--- config.mk ---
export PLATFORM = sky130hd
export DESIGN_NAME = wb_port_arbiter
export DESIGN_NICKNAME = d
export VERILOG_FILES = /design/src/rtl/wb_pkg.sv /design/src/rtl/rr_arbiter.sv /design/src/rtl/wb_port_arbiter.sv
export SDC_FILE = /design/constraint.sdc
export NUM_CORES = 1
export LEC_CHECK = 0
export BUFFER_PORTS_ARGS = -buffer_cell sky130_fd_sc_hd__clkbuf_2
export CAP_MARGIN = 20
export CORE_ASPECT_RATIO = 0.9
export CORE_MARGIN = 5
export CORE_UTILIZATION = 44
export CTS_CLUSTER_SIZE = 16
export DETAILED_ROUTE_END_ITERATION = 8
export PLACE_DENSITY = 0.87
export SLEW_MARGIN = 20
export SYNTH_ARGS = -nofsm -noshare
export SYNTH_HDL_FRONTEND = slang
export SYNTH_SLANG_ARGS = --single-unit
--- constraint.sdc ---
create_clock -name clkwire -period 3.4 [get_ports clkwire]
set_clock_uncertainty 0.15 [all_clocks]
set_input_delay 0.51 -clock clkwire [delete_from_list [all_inputs] [get_ports clkwire]]
set_output_delay 0.51 -clock clkwire [all_outputs]
set_load 0.02 [all_outputs]
--- src/rtl/wb_pkg.sv ---
// Shared definitions for the write-back port arbiter: default widths,
// instruction opcode constants and the request record type.
package wb_pkg;

    localparam int WB_DATA_W    = 16;
    localparam int WB_REG_IDX_W = 4;
    localparam int WB_NUM_REGS  = 8;
    localparam int WB_NUM_REQ   = 3;

    // Opcode constants shared with the decode stage.
    localparam logic [2:0] ADD = 3'd0;
    localparam logic [2:0] SUB = 3'd1;
    localparam logic [2:0] MUL = 3'd2;
    localparam logic [2:0] LW  = 3'd3;
    localparam logic [2:0] SW  = 3'd4;
    localparam logic [2:0] BEQ = 3'd5;
    localparam logic [2:0] BNE = 3'd6;

    // One producer's pending write: destination index plus result.
    typedef struct packed {
        logic [WB_REG_IDX_W-1:0] reg_idx;
        logic [WB_DATA_W-1:0]    data;
    } wb_req_t;

endpackage

--- src/rtl/rr_arbiter.sv ---
// Generic N-way round-robin arbiter. The scan starts at the pointer and
// wraps; after a grant the pointer moves just past the winner so the
// winner becomes lowest priority. No grant leaves the pointer unchanged.
module rr_arbiter #(
    parameter int N = 3
) (
    input  logic                 clk_i,
    input  logic                 rst_n_i,
    input  logic [N-1:0]         req_i,
    input  logic                 en_i,
    output logic [N-1:0]         gnt_o,
    output logic [$clog2(N)-1:0] gnt_idx_o,
    output logic                 gnt_vld_o
);

    localparam int PW = $clog2(N);

    logic [PW-1:0] ptr_q;
    logic [PW-1:0] ptr_d;
    logic [N-1:0]  gnt_s;
    logic [PW-1:0] gnt_idx_s;
    logic          found_s;

    // Scan requesters starting at the pointer, first valid one wins.
    always_comb begin
        gnt_s     = '0;
        gnt_idx_s = '0;
        found_s   = 1'b0;
        for (int k = 0; k < N; k++) begin
            int idx;
            idx = int'(ptr_q) + k;
            if (idx >= N) begin
                idx = idx - N;
            end else begin
                idx = idx;
            end
            if (en_i && !found_s && req_i[idx]) begin
                gnt_s[idx] = 1'b1;
                gnt_idx_s  = PW'(idx);
                found_s    = 1'b1;
            end else begin
                found_s = found_s;
            end
        end
    end

    // Next pointer: one past the winner with wrap, hold when idle.
    always_comb begin
        ptr_d = ptr_q;
        if (found_s) begin
            if (gnt_idx_s == PW'(N - 1)) begin
                ptr_d = '0;
            end else begin
                ptr_d = gnt_idx_s + PW'(1);
            end
        end else begin
            ptr_d = ptr_q;
        end
    end

    // Pointer register.
    always_ff @(posedge clk_i or negedge rst_n_i) begin
        if (!rst_n_i) begin
            ptr_q <= '0;
        end else begin
            ptr_q <= ptr_d;
        end
    end

    assign gnt_o     = gnt_s;
    assign gnt_idx_o = gnt_idx_s;
    assign gnt_vld_o = found_s;

endmodule

--- src/rtl/wb_port_arbiter.sv ---
// Register-file write-port arbiter: round-robin among result producers,
// one write per cycle through a registered stage, with an index check.
// Optional feature macro: WB_BYPASS_EN adds a combinational forwarding
// copy (fwd_valid/fwd_reg/fwd_data) of the request accepted this cycle.
module wb_port_arbiter
    import wb_pkg::*;
#(
    parameter int DATA_W    = WB_DATA_W,
    parameter int REG_IDX_W = WB_REG_IDX_W,
    parameter int NUM_REGS  = WB_NUM_REGS,
    parameter int NUM_REQ   = WB_NUM_REQ
) (
    input  logic                           clkwire,
    input  logic                           rst_n,
    input  logic [NUM_REQ-1:0]             req_valid,
    input  logic [NUM_REQ*REG_IDX_W-1:0]   req_reg,
    input  logic [NUM_REQ*DATA_W-1:0]      req_data,
    output logic [NUM_REQ-1:0]             req_ready,
    input  logic                           stall_wb,
    output logic                           writeToReg,
    output logic [REG_IDX_W-1:0]           regNos,
    output logic [DATA_W-1:0]              writeData,
    output logic                           err_idx
`ifdef WB_BYPASS_EN
    ,
    output logic                           fwd_valid,
    output logic [REG_IDX_W-1:0]           fwd_reg,
    output logic [DATA_W-1:0]              fwd_data
`endif
);

    logic [NUM_REQ-1:0]         gnt_s;
    logic [$clog2(NUM_REQ)-1:0] gnt_idx_s;
    logic                       xfer_s;
    logic                       arb_en_s;
    logic [REG_IDX_W-1:0]       sel_reg_s;
    logic [DATA_W-1:0]          sel_data_s;
    logic                       legal_s;

    logic                       wr_q,   wr_d;
    logic                       err_q,  err_d;
    logic [REG_IDX_W-1:0]       reg_q,  reg_d;
    logic [DATA_W-1:0]          data_q, data_d;

    // No grants while stalled or while reset is asserted.
    assign arb_en_s = ~stall_wb & rst_n;

    rr_arbiter #(
        .N (NUM_REQ)
    ) u_rr_arbiter (
        .clk_i     (clkwire),
        .rst_n_i   (rst_n),
        .req_i     (req_valid),
        .en_i      (arb_en_s),
        .gnt_o     (gnt_s),
        .gnt_idx_o (gnt_idx_s),
        .gnt_vld_o (xfer_s)
    );

    assign req_ready = gnt_s;

    // Select the granted producer's destination and data slices.
    always_comb begin
        sel_reg_s  = '0;
        sel_data_s = '0;
        for (int i = 0; i < NUM_REQ; i++) begin
            if (gnt_s[i]) begin
                sel_reg_s  = req_reg[i*REG_IDX_W +: REG_IDX_W];
                sel_data_s = req_data[i*DATA_W +: DATA_W];
            end else begin
                sel_reg_s  = sel_reg_s;
                sel_data_s = sel_data_s;
            end
        end
    end

    assign legal_s = (int'(sel_reg_s) < NUM_REGS);

    // Next output-stage contents; illegal indices are consumed but flagged.
    always_comb begin
        wr_d   = 1'b0;
        err_d  = 1'b0;
        reg_d  = reg_q;
        data_d = data_q;
        if (xfer_s) begin
            if (legal_s) begin
                wr_d   = 1'b1;
                reg_d  = sel_reg_s;
                data_d = sel_data_s;
            end else begin
                err_d  = 1'b1;
            end
        end else begin
            wr_d  = 1'b0;
            err_d = 1'b0;
        end
    end

    // Registered write-back stage; reset discards any in-flight write.
    always_ff @(posedge clkwire or negedge rst_n) begin
        if (!rst_n) begin
            wr_q   <= 1'b0;
            err_q  <= 1'b0;
            reg_q  <= '0;
            data_q <= '0;
        end else begin
            wr_q   <= wr_d;
            err_q  <= err_d;
            reg_q  <= reg_d;
            data_q <= data_d;
        end
    end

    assign writeToReg = wr_q;
    assign err_idx    = err_q;
    assign regNos     = reg_q;
    assign writeData  = data_q;

`ifdef WB_BYPASS_EN
    assign fwd_valid = xfer_s & legal_s;
    assign fwd_reg   = sel_reg_s;
    assign fwd_data  = sel_data_s;
`endif

endmodule

# After elaboration in Yosys (flattened, before gate mapping)
# Index checks and enable logic that the tools add are counted.
# op_classes
addsub,6
magnitude_cmp,10
n_bitwise,4
eq_ne,1
reduce_logical,11
mux,38
# op_table
cell,count
$ge 32x1->1 const B,3
$lt 32x4->1 const B,3
$mux 32,3
$ge 32x3->1 const B,2
$sub 32x3->32 const B,2
$mux 16,3
$mux 1,16
$mux 4,3
$mux 3,3
$logic_and 1x1->1,8
$mux 2,4
$bmux 1 s2,3
$demux 1 s2,3
$or 3x3->3,2
$lt 4x4->1 const B,1
$add 2x1->3 const B,1
$add 2x2->3 const B,1
$sub 2x2->3 const B,1
$add 2x1->2 const B,1
$eq 2x2->1 const B,1
$ge 2x2->1 const B,1
$logic_not 1->1,2
$reduce_and 2->1,1
$and 1x1->1,1
$not 1->1,1
# word_totals
elab_cells,75
regBits,24

# Depth between registers and ports, before layout
# Gate-level depths: netlist of the first run.
# depth
word_depth,21
ltp_mapped,11
mapped_depth_nobuf,9

# Hierarchy
# Synthesis of the first run repeated with hierarchy kept, for this count alone.
# unflattened
hier_cells,177
area_unflattened_um2,1861.8
# by_module_without_submodules
mod,area_per_inst_um2,seq_area_each_um2,instances,cells_each
wb_port_arbiter,1408.9,550.5,1,120
rr_arbiter,452.9,50.0,1,57

# Worst setup path before layout of the first run
# No wires, ideal clock.
# synth_path
kind,reg2out
from,register u_rr_arbiter.ptr_q[0]
to,output port req_ready[2]
setup_slack_ns,0.365
path_stages_with_launch,10
arrival_time_ns,2.375
required_time_ns,2.740
cell_sequence,dfrtp_1 -> inv_1 -> ha_1 -> clkbuf_1 -> mux2i_1 -> nor3b_1 -> o211a_1 -> a22oi_1 -> clkbuf_1 -> inv_1
# synth_via
elab_chain_len,15
elab_cells_between_ends,49
classes_between,add/sub: 5; order compare: 9; mux: 23; bitwise: 2; reduce/logical: 10
# synth_lines
element,line,text
"start, declared",rr_arbiter.sv:18,logic [PW-1:0] ptr_q;
"start signal, assigned",rr_arbiter.sv:66,ptr_q <= ptr_d;
branches (longest 14 deep; another with $sub 32x3->32),n/a,
$mux 3 *,rr_arbiter.sv:37,if (en_i && !found_s && req_i[idx]) begin
"end, declared",wb_port_arbiter.sv:18,"output logic [NUM_REQ-1:0] req_ready,"
# Mark *: on every way between the ends. The select of a mux whose other input is x is not followed.

# Final worst setup path of the first run
# layout_path
from,register u_rr_arbiter.ptr_q[1]
to,output port req_ready[1]
# Same word-level chain as after synthesis.

==> results of run 1 <==
## worst paths after layout
path,from,end,slack [ns]
worst max-delay path,u_rr_arbiter.ptr_q[1],req_ready[1],0.20
worst max register to register,u_rr_arbiter.ptr_q[1],writeData[15],0.24
min in group clkwire,writeData[0],writeData[0],0.34
max in group asynchronous,rst_n,writeData[5],2.76
worst min-delay path,rst_n,writeData[6],0.11
worst min register to register,writeData[0],writeData[0],0.34
## critical path: cells and delay by family, from the launching register on
| family | cells | cell delay, ns |
|---|---|---|
| multiplexers | 1 | 0.33 |
| flip-flops | 1 | 0.42 |
| adder cells (fa/ha/maj) | 1 | 0.27 |
| AO/OA/AOI/OAI | 3 | 0.70 |
| buffers and inverters | 3 | 0.56 |
## final cells by class
| class | instances | area [um^2] | share of cell area |
|---|---|---|---|
| clock buffers | 4 | 55.1 | 0.0247 |
| inverters | 7 | 26.3 | 0.0118 |
| multi-input cells | 134 | 968 | 0.435 |
| flip-flops and latches | 24 | 601 | 0.270 |
| well taps | 46 | 57.6 | 0.0258 |
| repair buffers | 97 | 519 | 0.233 |
## synth_stat cells (2+ instances only)
library cell	count
sky130_fd_sc_hd__a21oi_1	27
sky130_fd_sc_hd__a21o_1	2
sky130_fd_sc_hd__and2_1	2
sky130_fd_sc_hd__clkbuf_1	8
sky130_fd_sc_hd__buf_2	2
sky130_fd_sc_hd__nand3b_1	2
sky130_fd_sc_hd__ha_1	4
sky130_fd_sc_hd__mux2_1	19
sky130_fd_sc_hd__nand2b_1	2
sky130_fd_sc_hd__nand2_1	8
sky130_fd_sc_hd__dfrtp_1	24
sky130_fd_sc_hd__buf_6	2
sky130_fd_sc_hd__nor2_1	24
sky130_fd_sc_hd__mux2i_1	4
sky130_fd_sc_hd__inv_1	6
sky130_fd_sc_hd__o21ai_0	2
sky130_fd_sc_hd__a22oi_1	20
sky130_fd_sc_hd__o21ai_1	2
## cells in the final DEF (no fill, tap or decap), drive strengths merged
| cell | n |
|---|---|
| a21o | 2 |
| nand2b | 2 |
| clkbuf | 94 |
| o22ai | 1 |
| mux2 | 21 |
| nor2b | 1 |
| o31ai | 1 |
| o21ai | 4 |
| a31oi | 1 |
| and2 | 2 |
| nand2 | 8 |
| o32ai | 1 |
| nor3b | 1 |
| mux2i | 4 |
| dfrtp | 24 |
| inv | 7 |
| ha | 4 |
| and3b | 1 |
| nand3b | 2 |
| or4 | 1 |
| o2111ai | 1 |
| a21oi | 27 |
| nor2 | 24 |
| buf | 7 |
| o211a | 1 |
| and3 | 1 |
| o2bb2ai | 1 |
| o21a | 1 |
| a32oi | 1 |
| a22oi | 20 |
## metrics by stage
stage | hold slack (ns) | cell area [um^2] | utilization
6_report | 0.112 | 2230 | 0.610
5_1_grt | 0.145 | 2230 | 0.610
4_1_cts | 0.112 | 2210 | 0.605
3_5_place_dp | 0.322 | 2160 | 0.590
3_3_place_gp | 0.320 | 2160 | 0.590
2_1_floorplan | 0.0644 | 1630 | -
## power by group
| group | internal [W] | leakage (nW) | switching (W) |
|---|---|---|---|
| combinational | 0.000454 | 0.868 | 0.000632 |
| sequential | 0.000414 | 0.323 | 0.0000708 |
| clock | 0.000103 | 0.0288 | 0.0000855 |
## sequential cells by signal, summed over array words and instances, names as in the netlist
signal	count
err_idx	1
regNos	4
u_rr_arbiter.ptr_q	2
writeData	16
writeToReg	1
## cells by family after synthesis
family / Yosys count / share of synthesized area
flip-flops: 24 / 0.368
AND/OR/NAND/NOR: 43 / 0.123
buffers and inverters: 19 / 0.0544
AO/OA/AOI/OAI: 62 / 0.253
multiplexers: 25 / 0.172
adder cells (fa/ha/maj): 4 / 0.0306
## what timing repair did
item                                   CTS  global route
endpoints found under the hold margin    0             0
setup endpoints to repair                0            21
resized for setup                        0             5
## layer usage
layer,vias up,GRT usage,routed length [um]
met1,748,0.239,1870
met5,-,0,0
met3,6,0.0426,337
li1,822,-,-
met4,0,0.0422,48
met2,61,0.293,2160
==> results, run 1 <==
- At the worst endpoint, the required time is 2.74 ns.
- The number of DRC violations after detailed-routing iteration 0 is 113.
- Total power for the finished layout comes to 0.00176 W.
- OpenSTA, run right after detailed placement, puts the worst setup slack at 0.183 ns.
- The flow ran to the end, and the final reports show no timing, DRC or antenna violations.
- The final RePlAce weighted congestion is 0.912.
- The number of setup buffers added after CTS is 0.
- The post-synthesis net count is ~250.
- The cell type of the slowest stage on the worst timing path is sky130_fd_sc_hd__dfrtp_1.
- The area of the core region is 0.00365 mm^2.
- After synthesis, the cell types taking the most area are sky130_fd_sc_hd__dfrtp_1, sky130_fd_sc_hd__mux2_1, sky130_fd_sc_hd__a22oi_1, sky130_fd_sc_hd__a21oi_1, sky130_fd_sc_hd__nor2_1.
- TritonCTS built the clock tree.
- The netlist area before placement is 0.00163 mm^2.
- The count of nets left with antenna violations once routing finished came out at 0.
- Using the TritonRoute via totals, the vias-per-cell ratio works out to around 5.2.
- After clock tree synthesis, the flow added hold-fix buffers numbering 0.
- The tightest min-delay check is of the in -> async type.
- On the worst path, the slowest cell contributes a delay of 0.42 ns.
- The die is 74.2 um wide.
- The number of global-route vias before repair was 1598.
- Setup violations remaining at the end of the flow were counted as 0.
- The leakage power figure is 1.22 nW.
- The number of sinks on the clock net is 24.
- The largest net degree at the start of global routing is 26.
- The post-route DRC violation count is 0.
- The fraction of layout instances using a drive strength above 1 is 0.425.
- The final period demand of the worst path is roughly 3.2 ns.
- Clock-pin slew was measured on the worst setup and hold paths at 0.08 ns.
- The initial antenna violation count was 0.
- The accumulated negative setup slack is 0 ns.
- VDD sags by at most between 0.4 and 0.5 mV.
- 0 antenna diodes ended up in the layout.
- For this run, asynchronously set or reset flops after synthesis account for 1.00.
- The final-report hold violation count was 0.
- The initial cell density of the core is 0.447.
- The total number of placement rows is 21.
- The peak clock frequency supported by timing is 312 MHz.
- The critical path goes through inv_1 > ha_2 > mux2_4 > a21oi_1 > o211a_1 > o2bb2ai_2 > buf_4 > clkbuf_2.
- The worst setup path is captured at an output pin.
- The actual slew at the worst max-slew pin is 0.388 ns.
- Among all flip-flop cells after synthesis, the most frequent one is sky130_fd_sc_hd__dfrtp_1.
- Of the synthesized area, sequential elements account for 0.368.
- The net total in the final layout is 337.
- The power per unit of standard cell area is 790 mW/mm^2.
- The synthesized design contains 0 enable-type register cells.
- The number of iterations in the first detailed-routing pass is 4.
- The critical path is of the reg -> out type.
- The number of buffers on the longest clock path is 2.
- The number of distinct library cells after synthesis is 35.
- Setup repair after global routing left no endpoint under its margin.
- The synthesized netlist cell count is around 180.
- Dividing the synthesized area by the synthesized cell count gives 9.23 um^2.
- The signed area change from the synthesized netlist to the final layout is 36.3%.
- The clock buffer count from CTS is 3.
- Of the available clock period, the critical path in the final layout requires 0.942.
- The number of pins exceeding their max-slew limit in the final report is 0.
- The routed via count is about 1600.
- The first global-routing pass estimated between 7000 and 8000 um of wire.
- The share of the synthesized area in the top cell type is 0.368.
- The final instance count without filler cells is 312.
- For the worst setup path, the data arrival time is 2.54 ns.
- Counting tap cells, the placed design contains a total of 308 instances.
- The die is 67.8 um tall.
- The number of fill cells in the layout is 309.
- Counting cells, the worst reg-to-reg path comes to 10.
- The routed wire length per instance is 14.1 um.
- The number of warnings reported in the yosys synthesis log is 0.
- CTS built an H-tree with a depth of 1.
- The die covers 0.00503 mm^2.
- The detailed placement HPWL is between 3000 and 4000 um.
- After synthesis the netlist holds a flip-flop and latch count of 24.
- Wires add up to roughly 4400 um.
- In the post-route analysis, the smallest setup slack over all paths is about 0.20 ns.
- sky130_fd_sc_hd__dfrtp_1 takes more of the synthesized area than any other cell.
- Input and output buffers added on the ports amount to 90.
- The relative slew slack is 0.738.
- Along the worst path, the maximum fanout reaches 20.
- The total of max-cap violations is 0.
- In the global route stage, overall resource usage came out at 0.178.
- Clock latency on the worst-skew pair, taken at its later pin, is 0.26 ns.
- During I/O placement, the number of pins put on the boundary was 91.
- Summed over all layers, the global routing overflow is 0.
- STA classifies the critical path startpoint as a flip-flop.
- The tree is rooted in a sky130_fd_sc_hd__clkbuf_8.
Note: power is estimated with default switching activity, not from simulation.
==> run 2: changes to the inputs <==
--- a/config.mk
+++ b/config.mk
@@ -7,13 +7,16 @@
 export LEC_CHECK = 0
 export BUFFER_PORTS_ARGS = -buffer_cell sky130_fd_sc_hd__clkbuf_2
 export CAP_MARGIN = 20
+export CELL_PAD_IN_SITES_DETAIL_PLACEMENT = 2
+export CELL_PAD_IN_SITES_GLOBAL_PLACEMENT = 2
 export CORE_ASPECT_RATIO = 0.9
 export CORE_MARGIN = 5
-export CORE_UTILIZATION = 44
+export CORE_UTILIZATION = 27
 export CTS_CLUSTER_SIZE = 16
 export DETAILED_ROUTE_END_ITERATION = 8
-export PLACE_DENSITY = 0.87
+export PLACE_DENSITY = 0.88
 export SLEW_MARGIN = 20
 export SYNTH_ARGS = -nofsm -noshare
 export SYNTH_HDL_FRONTEND = slang
+export SYNTH_HIERARCHICAL = 1
 export SYNTH_SLANG_ARGS = --single-unit
==> constraint.sdc (replaced) <==
create_clock -name clkwire -period 3.2 [get_ports clkwire]
set_clock_uncertainty 0.15 [all_clocks]
set_input_delay 0.48 -clock clkwire [delete_from_list [all_inputs] [get_ports clkwire]]
set_output_delay 0.48 -clock clkwire [all_outputs]
set_load 0.02 [all_outputs]
==> run 2 against run 1 <==
Effect of this change: clock-buffer cell count down 1; largest cell class unchanged; power up 13%; worst hold slack worse by 0.058 ns; sequential share of layout area down 4.3 points; register-to-register slack worse by 0.16 ns; largest power group unchanged; design area up 19%; non-clock buffer count up 15; routed wire length up 77%; combinational power up 25%; setup slack worse by 0.11 ns; synthesized cell count down 0.56%; die area up 71%.
==> results, run 2 <==
- The area of combinational cells with multiple inputs is 0.00120 mm^2 (was 968 um^2).
- The count of inserted antenna diode cells is 0 (unchanged).
- The width of the die is 97.4 um (was 74.2 um).
- The number of warnings reported in the yosys synthesis log was 6 (was 0).
- The routed wire length is 7800 um (was 4410 um).
- The initial cell density of the core is 0.280 (was 0.447).
- The largest delay contributor family on the critical path is compound AO/OA/AOI/OAI gates (unchanged).
- The switching share of power came to 0.437 (was 0.448).
- Commonest cells after routing, fill and taps aside: sky130_fd_sc_hd__clkbuf_2, sky130_fd_sc_hd__dfrtp_1, sky130_fd_sc_hd__a21oi_1 (was sky130_fd_sc_hd__clkbuf_2, sky130_fd_sc_hd__a21oi_1, sky130_fd_sc_hd__nor2_1, sky130_fd_sc_hd__dfrtp_1).
- The number of buffers on the longest clock path is 2 (unchanged).
- The final period demand of the worst path is roughly 3.1 ns.
- The number of instances in the placed design is 353 (was 308).
- The peak clock frequency supported by timing is 321 MHz.
- The floorplan die area is 0.00863 mm^2 (was 0.00503 mm^2).
- Status: complete, no violations (unchanged).
- The combinational cell fraction of total power is 0.687 (was 0.617).
- The worst hold slack after final layout was 0.0533 ns (was 0.112 ns).
- The path type of the worst min-delay path is in -> async (unchanged).
- The largest net degree at the start of global routing is 25 (was 26).
- The flip-flop count of the largest register, all copies and words added is 16 (unchanged).
- The detail-routed via count per cell is 5.08 (was 5.25).
- The utilization of the core after routing is 0.401 (was 0.610).
- The number of cells on the worst reg-to-reg path is 10 (unchanged).
- The number of DRC violations after detailed-routing iteration 0 is 63 (was 113).
- The clock tree from TritonCTS is built (unchanged).
- The power per unit of standard cell area is 747 mW/mm^2 (was 790 mW/mm^2).
- The total number of placement rows came to 28 (was 21).
- The end of the worst register-to-register path is writeData[14] (was writeData[15]).
- The nature of the critical path startpoint is a flip-flop (unchanged).
- The number of global-route vias before repair came to 2080 (was 1598).
- The global-route wire length before repair is 11400 um (was 7090 um).
- The number of pins exceeding their max-slew limit in the final report is 0 (unchanged).
- The number of iterations in the first detailed-routing pass is 4 (unchanged).
- The source-to-sink clock delay at the later pin of the worst-skew pair came to 0.27 ns (was 0.26 ns).
- The final-report hold violation count was 0 (unchanged).
- The clock-pin transition on the worst setup and hold timing paths is 0.09 ns (was 0.08 ns).
- The overall track demand over capacity in global routing is 0.165 (was 0.178).
- The reg-to-reg setup timing slack is 0.08 ns (was 0.24 ns).
- The number of placed I/O pins is 91 (unchanged).
- The commonest non-fill, non-tap cell in the layout is sky130_fd_sc_hd__clkbuf_2 (unchanged).
- The setup slack after placement came to -0.0269 ns (was 0.183 ns).
- The number of fill cells in the layout came to 746 (was 309).
- The routed via count is 1865 (was 1637).
- The final standard cell area without fillers was 0.00265 mm^2 (was 0.00223 mm^2).
- The data arrival time of the critical path came to 3.13 ns (was 2.54 ns).
- The number of sinks on the clock net is 24 (unchanged).
- The post-route DRC violation count is 0 (unchanged).
- The number of nets with antenna violations after routing was 0 (unchanged).
- The startpoint of the worst register-to-register path is u_rr_arbiter/ptr_q[0] (was u_rr_arbiter.ptr_q[1]).
- The die outline height is 88.6 um (was 67.8 um).
- Ordered cell list for the critical path: inv_1 > ha_4 > mux2i_2 > o21ai_2 > o21a_1 > o311ai_4 > nand3b_4 > a31oi_4 > buf_12 > mux2_4 (was inv_1 > ha_2 > mux2_4 > a21oi_1 > o211a_1 > o2bb2ai_2 > buf_4 > clkbuf_2).
- The post-synthesis net count is 246 (was 247).
- The routed wire length per instance is 21.3 um (was 14.1 um).
- The depth of the CTS H-tree came to 1 (unchanged).
- The area of the core region was 0.00662 mm^2 (was 0.00365 mm^2).
- The category of the most critical setup path is reg -> reg (was reg -> out).
- The maximum fanout along the worst path is 13 (was 20).
- The total of max-cap violations is 0 (unchanged).
- The clock buffer count from CTS was 3 (unchanged).
- The worst-case vdd ir drop was 0.254 mV (was 0.468 mV).
- The leakage power figure was 1.33 nW (was 1.22 nW).
- The post-synthesis average cell area is 10.5 um^2 (was 9.23 um^2).
- The synthesized netlist cell count is 176 (was 177).
- The cell type of the slowest stage on the worst timing path was sky130_fd_sc_hd__dfrtp_2 (was sky130_fd_sc_hd__dfrtp_1).
- The net total in the final layout is 349 (was 337).
- The data required time of the critical path is 3.21 ns (was 2.74 ns).
- The relative slew slack is 0.743 (was 0.738).
- The final instance count without filler cells is 367 (was 312).
- The power share of the clock group came to 0.094 (was 0.107).
- The final global-route overflow total was 0 (unchanged).
- The fraction of power consumed by sequential logic is 0.220 (was 0.276).
- The switching power of the nets was 0.000867 W (was 0.000788 W).
- The buffering stage count on the worst path with inverters included is 2 (was 3).
- The stage delay of the slowest cell on the critical path is 0.45 ns (was 0.42 ns).
- The initial antenna violation count is 0 (unchanged).
- The number of failing setup endpoints in the final timing report is 0 (unchanged).
- Dividing the final minimum period by the clock period gives 0.974.
- The area of all sequential standard cells came to 602 um^2 (was 601 um^2).
- The actual slew at the worst max-slew pin was 0.384 ns (was 0.388 ns).
- The netlist area before placement is 0.00185 mm^2 (was 0.00163 mm^2).
- The final RePlAce weighted congestion is 0.848 (was 0.912).
- The number of hold buffers added after CTS is 0 (unchanged).
- The fraction of layout instances using a drive strength above 1 is 0.556 (was 0.425).
- The kind of capture point of the worst setup path is a flip-flop (was output pin).
- The area of placed instances is 0.00245 mm^2 (was 0.00216 mm^2).
- The design internal power came to 0.00112 W (was 0.000971 W).
- The signed area change from the synthesized netlist to the final layout is 43.1% (was 36.3%).
- The root buffer selected by CTS was sky130_fd_sc_hd__clkbuf_8 (unchanged).
- The detailed placement HPWL is 5590 um (was 3550 um).
- The number of I/O port buffers came to 90 (unchanged).
- The final worst slack came to 0.0817 ns (was 0.196 ns).
run 2: final cells by class:
type,instances,area share
timing repair buffer,112,0.248
clock buffer,3,0.0156
multi-input combinational,129,0.452
inverter,8,0.0127
sequential,24,0.227
tap,90,0.0424
timing repair inverter,1,0.00283
run 2: metrics by stage:
step | power (W) | setup TNS [ns]
after floorplan | 0.00125 | 0
after global placement | 0.00156 | 0
after detailed placement | 0.00161 | -0.208
after CTS | 0.00183 | 0
after global routing | 0.00210 | -0.260
final | 0.00198 | 0
run 2: how the worst max path moves through the flow:
stage	startpoint	endpoint	slack (ns)	cells after the start
5_1_grt	u_rr_arbiter/ptr_q[0]	regNos[0]	-0.03	10
3_5_place_dp	u_rr_arbiter/ptr_q[1]	writeData[11]	-0.03	10
4_1_cts	u_rr_arbiter/ptr_q[1]	req_ready[0]	0.006	8
6_report	u_rr_arbiter/ptr_q[0]	writeData[14]	0.08	10
2_1_floorplan	u_rr_arbiter/ptr_q[0]	writeData[0]	0.21	10
3_3_place_gp	u_rr_arbiter/ptr_q[1]	writeData[14]	0.12	10
run 2: power groups by stage:
stage               combinational [W]  clock [W]  sequential (W)
floorplan                    0.000757          0        0.000497
finish                        0.00136   0.000185        0.000436
CTS                           0.00121   0.000192        0.000429
global placement              0.00113          0        0.000430
global route                  0.00146   0.000199        0.000444
detailed placement            0.00118          0        0.000433
run 2: routing by layer:
metal	wire length, um	up-vias	share of wire	track usage
li1	-	865	-	-
met1	3480	927	0.45	0.209
met2	3860	69	0.50	0.302
met3	396	4	0.051	0.0394
met4	66	0	0.0085	0.0151
met5	0	-	0	0
run 2: what timing repair did:
item	CTS	global route
gates cloned	0	2
gates resized for setup	6	9
buffers inserted	0	9
setup endpoints to repair	21	22
pin swaps	0	2
==> run 3: changes to the inputs <==
==> constraint.sdc (replaced) <==
create_clock -name clkwire -period 2.93 [get_ports clkwire]
set_clock_uncertainty 0.15 [all_clocks]
set_input_delay 0.4395 -clock clkwire [delete_from_list [all_inputs] [get_ports clkwire]]
set_output_delay 0.4395 -clock clkwire [all_outputs]
set_load 0.02 [all_outputs]
==> run 3 against run 2 <==
Effect of this change: the run now ends with setup timing left; sequential share of layout area down 2.1 points; critical path type unchanged; core utilization up 4.3 points; power up 33%; first-iteration DRC count down 14%.
==> results, run 3 (synthesis results as in run 2) <==
- The routed via count is 1995 (was 1865).
- The stage delay of the slowest cell on the critical path is 0.45 ns (about the same).
- The number of pins exceeding their max-slew limit in the final report came to 0 (unchanged).
- Setup repair after global routing could not meet its margin everywhere.
- The detail-routed via count per cell is 5.17 (was 5.08).
- The overall track demand over capacity in global routing came to 0.184 (was 0.165).
- The number of buffers on the longest clock path is 2 (unchanged).
- The routed wire length per instance came to 23.8 um (was 21.3 um).
- The area of placed instances was 0.00249 mm^2 (was 0.00245 mm^2).
- The detailed placement HPWL is 5610 um (was 5590 um).
- The busiest layer in global routing was met2 (unchanged).
- The final worst slack was -0.114 ns (was 0.0817 ns).
- The met3 track demand over resource is 0.0299 (was 0.0394).
- The area of combinational cells with multiple inputs is 0.00124 mm^2 (was 0.00120 mm^2).
- The peak clock frequency supported by timing is 328 MHz (was 321 MHz).
- The source-to-sink clock delay at the later pin of the worst-skew pair is 0.27 ns (about the same).
- The number of instances in the placed design came to 359 (was 353).
- The share of the clock period used by the worst path after layout is 1.04 (was 0.974).
- The number of cells on the worst reg-to-reg path is 12 (was 10).
- The count of inserted antenna diode cells is 0 (unchanged).
- The startpoint of the worst register-to-register path is u_rr_arbiter/ptr_q[0] (unchanged).
- The cell with the most instances on the worst path is sky130_fd_sc_hd__buf_4.
- The cell type of the slowest stage on the worst timing path is sky130_fd_sc_hd__dfrtp_2 (unchanged).
- The category of the most critical setup path is reg -> reg (unchanged).
- The number of failing setup endpoints in the final timing report is 22 (was 0).
- The initial cell density of the core is 0.280 (unchanged).
- The nature of the critical path startpoint is a flip-flop (unchanged).
- The floorplan die area is 0.00863 mm^2 (unchanged).
- Status: finished with violations (was complete, no violations).
- The final reports fail on setup timing.
- Ordered cell list for the critical path: inv_2 > ha_4 > mux2i_4 > o21ai_4 > o21a_1 > o311ai_4 > buf_4 > nand3b_4 > a31oi_4 > buf_4 > buf_12 > mux2_4 (was inv_1 > ha_4 > mux2i_2 > o21ai_2 > o21a_1 > o311ai_4 > nand3b_4 > a31oi_4 > buf_12 > mux2_4).
- The depth of the CTS H-tree is 1 (unchanged).
- The commonest non-fill, non-tap cell in the layout is sky130_fd_sc_hd__clkbuf_2 (unchanged).
- The kind of capture point of the worst setup path was a flip-flop (unchanged).
- The clock-pin transition on the worst setup and hold timing paths came to 0.10 ns (was 0.09 ns).
- The final period demand of the worst path was 3.04 ns (was 3.12 ns).
- The final global-route overflow total is 0 (unchanged).
- The flip-flop count of the largest register, all copies and words added came to 16 (unchanged).
- The clock tree from TritonCTS is built (unchanged).
- The number of iterations in the first detailed-routing pass came to 4 (unchanged).
- The number of placed I/O pins was 91 (unchanged).
- The root buffer selected by CTS was sky130_fd_sc_hd__clkbuf_8 (unchanged).
- The relative slew slack is 0.763 (was 0.743).
- The final-report hold violation count is 0 (unchanged).
- The worst-case vdd ir drop is 0.301 mV (was 0.254 mV).
- The met2 track demand over resource in global routing is 0.337 (was 0.302).
- The total of max-cap violations is 0 (unchanged).
- The utilization of the core after routing is 0.444 (was 0.401).
- The leakage power figure is 1.47 nW (was 1.33 nW).
- The area of all sequential standard cells is 603 um^2 (was 602 um^2).
- The number of DRC violations after detailed-routing iteration 0 was 54 (was 63).
- The final instance count without filler cells is 386 (was 367).
- The actual slew at the worst max-slew pin was 0.355 ns (was 0.384 ns).
- The routed wire length was 9190 um (was 7800 um).
- The net total in the final layout is 367 (was 349).
- The number of I/O port buffers is 90 (unchanged).
- The largest net degree at the start of global routing is 25 (unchanged).
- The fraction of layout instances using a drive strength above 1 is 0.605 (was 0.556).
- The path type of the worst min-delay path is in -> async (unchanged).
- The number of global-route vias before repair was 2248 (was 2080).
- The clock buffer count from CTS is 3 (unchanged).
- The area of the core region is 0.00662 mm^2 (unchanged).
- Commonest cells after routing, fill and taps aside: sky130_fd_sc_hd__clkbuf_2, sky130_fd_sc_hd__buf_4, sky130_fd_sc_hd__dfrtp_1 (was sky130_fd_sc_hd__clkbuf_2, sky130_fd_sc_hd__dfrtp_1, sky130_fd_sc_hd__a21oi_1).
- The number of sinks on the clock net is 24 (unchanged).
- The number of fill cells in the layout was 712 (was 746).
- The data required time of the critical path is 2.94 ns (was 3.21 ns).
- The total number of placement rows is 28 (unchanged).
- The reg-to-reg setup timing slack is -0.11 ns (was 0.08 ns).
- The end of the worst register-to-register path is writeData[7] (was writeData[14]).
- The die outline height is 88.6 um (unchanged).
- The setup slack after placement is -0.113 ns (was -0.0269 ns).
- The data arrival time of the critical path is 3.05 ns (was 3.13 ns).
- The width of the die came to 97.4 um (unchanged).
- The initial antenna violation count was 0 (unchanged).
- The fraction of met1 tracks used by global routing is 0.231 (was 0.209).
- The number of nets with antenna violations after routing is 0 (unchanged).
- The global-route wire length before repair came to 12600 um (was 11400 um).
- The final RePlAce weighted congestion came to 0.818 (was 0.848).
- The power per unit of standard cell area came to 895 mW/mm^2 (was 747 mW/mm^2).
- The post-route DRC violation count is 0 (unchanged).
- The final standard cell area without fillers is 0.00294 mm^2 (was 0.00265 mm^2).
- The signed area change from the synthesized netlist to the final layout is 58.4% (was 43.1%).
- The worst hold slack after final layout came to 0.0124 ns (was 0.0533 ns).
- The maximum fanout along the worst path was 6 (was 13).
[run 3: cell types whose count changed in the layout (fill, tap and decap cells not counted), moves of 2 or more]
| cell | before | now |
|---|---|---|
| sky130_fd_sc_hd__clkbuf_2 | 90 | 88 |
| sky130_fd_sc_hd__clkinvlp_4 | 2 | 0 |
| sky130_fd_sc_hd__buf_6 | 0 | 5 |
| sky130_fd_sc_hd__inv_2 | 1 | 3 |
| sky130_fd_sc_hd__buf_4 | 19 | 30 |
[run 3: how the worst max path moves through the flow]
stage	start	endpoint	cells after the start
CTS	u_rr_arbiter/ptr_q[1]	req_ready[0]	9
finish	u_rr_arbiter/ptr_q[0]	writeData[7]	12
detailed placement	u_rr_arbiter/ptr_q[0]	regNos[2]	10
global placement	u_rr_arbiter/ptr_q[0]	regNos[2]	10
floorplan	u_rr_arbiter/ptr_q[0]	writeData[0]	11
global route	u_rr_arbiter/ptr_q[0]	regNos[2]	12
[run 3: through the flow]
step,power (W),TNS (ns)
after CTS,0.00233,-0.00635
after detailed placement,0.00179,-1.50
final,0.00263,-2.02
after global routing,0.00276,-3.38
after global placement,0.00173,0
after floorplan,0.00138,0
[run 3: what timing repair did]
action | CTS | global route
endpoints found under the setup margin | 22 | 22
pin swaps | 4 | 7
hold buffers | 0 | 0
cloned | 2 | 1
gates resized for setup | 17 | 21
setup buffers | 9 | 12
[run 3: layout make-up]
class,instances,share of cell area
Sequential cell,24,0.205
Clock buffer,3,0.0141
Timing Repair Buffer,131,0.299
Tap cell,90,0.0383
Inverter,8,0.0102
Clock inverter,1,0.0102
Multi-Input combinational cell,129,0.423
[run 3: layer usage]
layer  vias to the layer above  wire (um)
li1                        906          -
met2                        76       4760
met5                         -          0
met3                        12        388
met4                         0        139
met1                      1001       3900
[run 3: critical path: cells and delay by family (launching register included)]
| family | cells | cell delay [ns] |
|---|---|---|
| compound gates | 4 | 0.86 |
| mux | 2 | 0.61 |
| buf+inv | 4 | 0.56 |
| flops | 1 | 0.45 |
| fa+ha+maj | 1 | 0.20 |
| simple gates | 1 | 0.09 |
[run 3: power breakdown]
group	internal (W)	total (W)	switching, W
sequential	0.000416	0.000476	0.0000601
clock	0.000183	0.000308	0.000125
combinational	0.000942	0.00185	0.000904
total	0.00154	0.00263	0.00109
